--- src/rtl/vga.sv ---
// vga: 640x480@60 Hz display generator for the Breakout demo.
// Runs from the 50 MHz board clock; a toggling pixel enable gives the
// 25 MHz pixel rate. Draws a static brick wall, a paddle that tracks the
// ball, and a ball that bounces between the walls, the brick underside
// and the paddle line. The game state advances once per frame.
//
// Ports:
//   clk     50 MHz clock, rising edge
//   rst_n   asynchronous active-low reset
//   rgb     3-bit pixel colour {R,G,B}, 000 outside the visible area
//   hsync   horizontal sync, active low, decoded from hcount
//   vsync   vertical sync, active low, decoded from vcount
//   hcount  current pixel column, 0..H_total-1
//   vcount  current line, 0..V_total-1
module vga #(
  parameter int H_ACTIVE = 640,
  parameter int H_FP     = 16,
  parameter int H_SYNC   = 96,
  parameter int H_BP     = 48,
  parameter int V_ACTIVE = 480,
  parameter int V_FP     = 10,
  parameter int V_SYNC   = 2,
  parameter int V_BP     = 33
) (
  input  logic       clk,
  input  logic       rst_n,
  output logic [2:0] rgb,
  output logic       hsync,
  output logic       vsync,
  output logic [9:0] hcount,
  output logic [9:0] vcount
);

  localparam logic [9:0] H_ACT  = 10'(H_ACTIVE);
  localparam logic [9:0] V_ACT  = 10'(V_ACTIVE);
  localparam logic [9:0] H_LAST = 10'(H_ACTIVE + H_FP + H_SYNC + H_BP - 1);
  localparam logic [9:0] V_LAST = 10'(V_ACTIVE + V_FP + V_SYNC + V_BP - 1);
  localparam logic [9:0] HS_BEG = 10'(H_ACTIVE + H_FP);
  localparam logic [9:0] HS_END = 10'(H_ACTIVE + H_FP + H_SYNC - 1);
  localparam logic [9:0] VS_BEG = 10'(V_ACTIVE + V_FP);
  localparam logic [9:0] VS_END = 10'(V_ACTIVE + V_FP + V_SYNC - 1);

  // Scene geometry (screen pixels)
  localparam logic [9:0] STEP     = 10'd2;
  localparam logic [9:0] BALL_SZ  = 10'd8;
  localparam logic [9:0] X_MAX    = 10'd632;  // right wall minus ball size
  localparam logic [9:0] Y_MIN    = 10'd96;   // underside of the brick wall
  localparam logic [9:0] Y_MAX    = 10'd448;  // paddle top minus ball size
  localparam logic [9:0] PAD_W    = 10'd80;
  localparam logic [9:0] PAD_Y0   = 10'd456;
  localparam logic [9:0] PAD_Y1   = 10'd464;
  localparam logic [9:0] PAD_OFF  = 10'd36;   // centres paddle under ball
  localparam logic [9:0] PAD_MAX  = 10'd560;
  localparam logic [9:0] BRICK_Y0 = 10'd32;
  localparam logic [9:0] BRICK_Y1 = 10'd96;

  logic       pix_en;
  logic [9:0] ball_x, ball_y, paddle_x;
  logic       dir_x;  // 1 = moving right
  logic       dir_y;  // 1 = moving down

  logic [9:0] nx, ny, npx;
  logic       ndx, ndy;
  logic       frame_tick;

  // Game update point: first pixel of the first blanking line
  assign frame_tick = (hcount == '0) && (vcount == V_ACT);

  // Next ball position, bounce and paddle tracking
  always_comb begin
    nx  = ball_x;
    ny  = ball_y;
    ndx = dir_x;
    ndy = dir_y;
    npx = paddle_x;
    if (dir_x) begin
      if (ball_x == X_MAX) begin ndx = 1'b0; nx = ball_x - STEP; end
      else nx = ball_x + STEP;
    end else begin
      if (ball_x == '0) begin ndx = 1'b1; nx = ball_x + STEP; end
      else nx = ball_x - STEP;
    end
    if (dir_y) begin
      if (ball_y == Y_MAX) begin ndy = 1'b0; ny = ball_y - STEP; end
      else ny = ball_y + STEP;
    end else begin
      if (ball_y == Y_MIN) begin ndy = 1'b1; ny = ball_y + STEP; end
      else ny = ball_y - STEP;
    end
    // Compare before subtracting so a would-be negative offset clamps to 0
    if (nx < PAD_OFF)                npx = '0;
    else if (nx - PAD_OFF > PAD_MAX) npx = PAD_MAX;
    else                             npx = nx - PAD_OFF;
  end

  always_ff @(posedge clk or negedge rst_n) begin
    if (!rst_n) begin
      pix_en   <= 1'b0;
      hcount   <= '0;
      vcount   <= '0;
      ball_x   <= 10'd316;
      ball_y   <= 10'd300;
      dir_x    <= 1'b1;
      dir_y    <= 1'b0;
      paddle_x <= 10'd280;
    end else begin
      pix_en <= ~pix_en;
      if (pix_en) begin
        if (hcount == H_LAST) begin
          hcount <= '0;
          vcount <= (vcount == V_LAST) ? '0 : vcount + 10'd1;
        end else begin
          hcount <= hcount + 10'd1;
        end
        if (frame_tick) begin
          ball_x   <= nx;
          ball_y   <= ny;
          dir_x    <= ndx;
          dir_y    <= ndy;
          paddle_x <= npx;
        end
      end
    end
  end

  assign hsync = !((hcount >= HS_BEG) && (hcount <= HS_END));
  assign vsync = !((vcount >= VS_BEG) && (vcount <= VS_END));

  logic ball_hit, pad_hit, brick_hit;

  assign ball_hit  = (hcount >= ball_x) && (hcount < ball_x + BALL_SZ) &&
                     (vcount >= ball_y) && (vcount < ball_y + BALL_SZ);
  assign pad_hit   = (hcount >= paddle_x) && (hcount < paddle_x + PAD_W) &&
                     (vcount >= PAD_Y0) && (vcount < PAD_Y1);
  // 64x16 brick cells with a 2-pixel mortar line on the left and top
  assign brick_hit = (vcount >= BRICK_Y0) && (vcount < BRICK_Y1) &&
                     (hcount[5:0] >= 6'd2) && (vcount[3:0] >= 4'd2);

  always_comb begin
    rgb = 3'b000;
    if ((hcount < H_ACT) && (vcount < V_ACT)) begin
      if (ball_hit)     rgb = 3'b101;
      else if (pad_hit) rgb = 3'b111;
      else if (brick_hit) begin
        // vcount 32..95 puts vcount[6:4] at 2..5, one value per brick row
        case (vcount[6:4])
          3'd2:    rgb = 3'b100;
          3'd3:    rgb = 3'b110;
          3'd4:    rgb = 3'b010;
          3'd5:    rgb = 3'b011;
          default: rgb = 3'b000;
        endcase
      end
    end
  end

endmodule

--- config.mk ---
export PLATFORM = sky130hd
export DESIGN_NAME = vga
export DESIGN_NICKNAME = d
export VERILOG_FILES = /design/src/rtl/vga.sv
export SDC_FILE = /design/constraint.sdc
export NUM_CORES = 1
export LEC_CHECK = 0
export CORE_MARGIN = 2
export CORE_UTILIZATION = 45
export CTS_CLUSTER_DIAMETER = 100
export DETAILED_ROUTE_END_ITERATION = 8
export GPL_TIMING_DRIVEN = 0
export PLACE_DENSITY_LB_ADDON = 0.15
export SLEW_MARGIN = 30
export SYNTH_ARGS = -nofsm -noshare
export SYNTH_HDL_FRONTEND = slang
export SYNTH_SLANG_ARGS = --single-unit
--- constraint.sdc ---
create_clock -name clk -period 8.19 [get_ports clk]
set_input_delay 1.638 -clock clk [delete_from_list [all_inputs] [get_ports clk]]
set_output_delay 1.638 -clock clk [all_outputs]
set_load 0.005 [all_outputs]
==> results.toml <==
[status]
status = "finished clean"

[pwr]
p_leak_nw = 2.04
p_per_area_mw_per_mm2 = 80.4
irDropWorstVdd_mv = 0.0707

[synthesis]
ys_seq_area_frac = 0.285
syn_inst = 511
synth.most_common_cell = "ha_1"
yosysTopAreaCell = "dfrtp_1"
synthFlopType = "dfrtp_1"
synth-edff-count = 0
post_synth.cell_area_avg_um2 = 8.70
synth_nets = 576
syn_area_mm2 = 0.00444
synth_commonest_cells = "63 x ha_1, 50 x xnor2_1, 43 x inv_1"
ys_types = 64
async_reset_ff_frac = 1.00
yosys-top-cells-area = "dfrtp_1 21%, ha_1 18%, xnor2_1 9.9%"
synth_warnings = 0
synth_top_area_frac = 0.208
ys_ff_latch = 50

[route]
post_drt_wl_per_cell_um = 15.8
drt-initial-drc-count = 189
ant_nets = 0
drc_errors = 0
vias = 3820
totalWireLength_mm = 10.8
avgViaCountPerCell = 5.63
firstDrtPassIters = 5

[min_path]
hold_class = "reg -> reg"
hp-start = "paddle_x[3]"
min_path_cells = 2
hold_end = "paddle_x[3]"

[sta]
rsz0062_at_grt = "false"
fin_crit_sh = 0.662
finClkSkew_ns = 0.0157
finalHoldViolations = 0
relSlewSlack = 0.520
hold_slack_ns = 0.521
finalSetupTns_ns = 0
min_period_ns = 5.42
setup_viol = 0
tightest_slew_ns = 0.715
fmax_mhz = 184
slew_violations = 0

[die]
io_pins = 27
initial_utilization = 0.459
core-area_mm2 = 0.00968
die_area_mm2 = 0.0107
die_w_um = 103
num_rows = 36
die_h_um = 103

[cts]
path_clk_slew_ns = 0.11
cts_tree = "yes"
cts.sinks = 50
clockBufferDepth = 2
clkLatencyLatePin_ns = 0.31
cts_made_buffers = 5
htreeDepth = 2
cts_setup_buffers = 0
cts-resized-gates = 0
holdBufCountCts = 0
cts_root_buf = "clkbuf_8"

[critical_path]
reg2reg_from = "ball_x[1]"
timing.rr.end = "paddle_x[1]"
critPathCaptureType = "output port"
cp_data_required_time_ns = 6.55
critPathKind = "reg -> out"
startpoint_type = "flop"
ff2ff_setup_slack_ns = 4.17
worstRegToRegCells = 15
crit_arrival_ns = 3.78
path_max_fanout = 10

[global_routing]
grt_pass1_wl_mm = 18.0
grt_usage = 0.214
grt.overflow.total = 0
grt_max_degree = 38
grt_antenna_before_repair = 0
grt_pass1_vias = 3562

[layout]
finalNetCount = 610
diodes = 0
drive_gt1_frac = 0.0678
syn_to_final_growth_pct = 12.2

[place]
numPortBuffers = 26
dp_hpwl_mm = 8.16
gp_congestion = 0.918

[job]
cap_violations = 0
[routing by layer]
metal / global-route usage / part of all wire
met3: 0.0255 / 0.039
met2: 0.346 / 0.47
met5: 0 / 0
met1: 0.310 / 0.48
met4: 0.0405 / 0.0090
[worst max-delay path, stage by stage (launching register included)]
cell,delay (ns)
dfstp_2,0.64
ha_1,0.26
nand3_1,0.16
nor3_1,0.33
xnor2_1,0.18
ha_1,0.29
a221oi_1,0.34
o31a_1,0.20
o211ai_1,0.10
or3_1,0.38
o211a_1,0.14
clkdlybuf4s50_1,0.45
[layout make-up]
type,count,area (um^2)
inverters,43,161
multi-input cells,402,2970
clock buffers,7,76.3
repair buffers,27,278
fillers,951,4700
well taps,133,166
flip-flops and latches,50,1270
clock inverters,1,7.51
plain buffers,16,65.1
[how the worst max path moves through the flow]
| stage | start | endpoint | cells after the start |
|---|---|---|---|
| finish | ball_x[3] | rgb[1] | 11 |
| global placement | ball_x[3] | rgb[1] | 11 |
| CTS | ball_x[3] | rgb[1] | 11 |
| floorplan | ball_x[3] | rgb[1] | 10 |
| detailed placement | ball_x[3] | rgb[1] | 11 |
| global route | ball_x[3] | rgb[0] | 11 |
[kinds of logic after synthesis]
kind of cell,count (synthesis),synth area share
xor gates and xnor gates,59,0.118
AOI/OAI and AO/OA,109,0.161
buffers and inverters,59,0.0510
DFF,50,0.285
muxes,4,0.00901
and+or+nand+nor,167,0.198
adders and majority gates,63,0.177
[sequential cells by signal, summed over array words and instances, names as in the netlist]
signal    count
hcount       10
vcount       10
ball_x        9
ball_y        9
paddle_x      9
dir_x         1
dir_y         1
pix_en        1
[power breakdown]
group	total (mW)	internal, mW	switching (mW)	leakage (nW)
registers	0.247	0.247	0	0.637
logic	0.00644	0.00130	0.00513	1.36
clock network	0.148	0.0608	0.0870	0.0385
total	0.401	0.309	0.0921	2.04
[stage by stage]
step	cell area (um^2)	setup slack, ns	util	total power, mW	std cells
after floorplan	4440	3.99	-	0.252	511
after CTS	4980	2.77	0.514	0.410	679
final	4990	2.77	0.515	0.401	679
after global routing	4990	2.53	0.515	0.418	679
after global placement	4870	3.16	0.503	0.257	670
after detailed placement	4900	3.13	0.506	0.258	671
[cell usage in the layout, fill, tap and decap left out, types with 3 or more instances in the layout]
master,instances
o21ai_1,4
and3_1,4
xnor2_1,50
nor4_1,5
nand4_1,7
or4_1,7
nor2b_1,7
nand2b_1,4
clkbuf_1,14
o31a_1,4
clkbuf_8,5
o21a_1,3
clkdlybuf4s50_1,25
nor2_1,29
nor3_1,18
o21ai_0,28
nand2_1,41
mux2i_1,4
xor2_1,8
nand4b_1,4
a21o_1,8
dfrtp_1,37
a31oi_1,3
nand3_1,20
a21oi_1,24
inv_1,43
ha_1,63
buf_2,3
dfstp_2,13
o211ai_1,5
o22ai_1,5
or3_1,4
No activity file was read; power rests on OpenSTA's default activity.
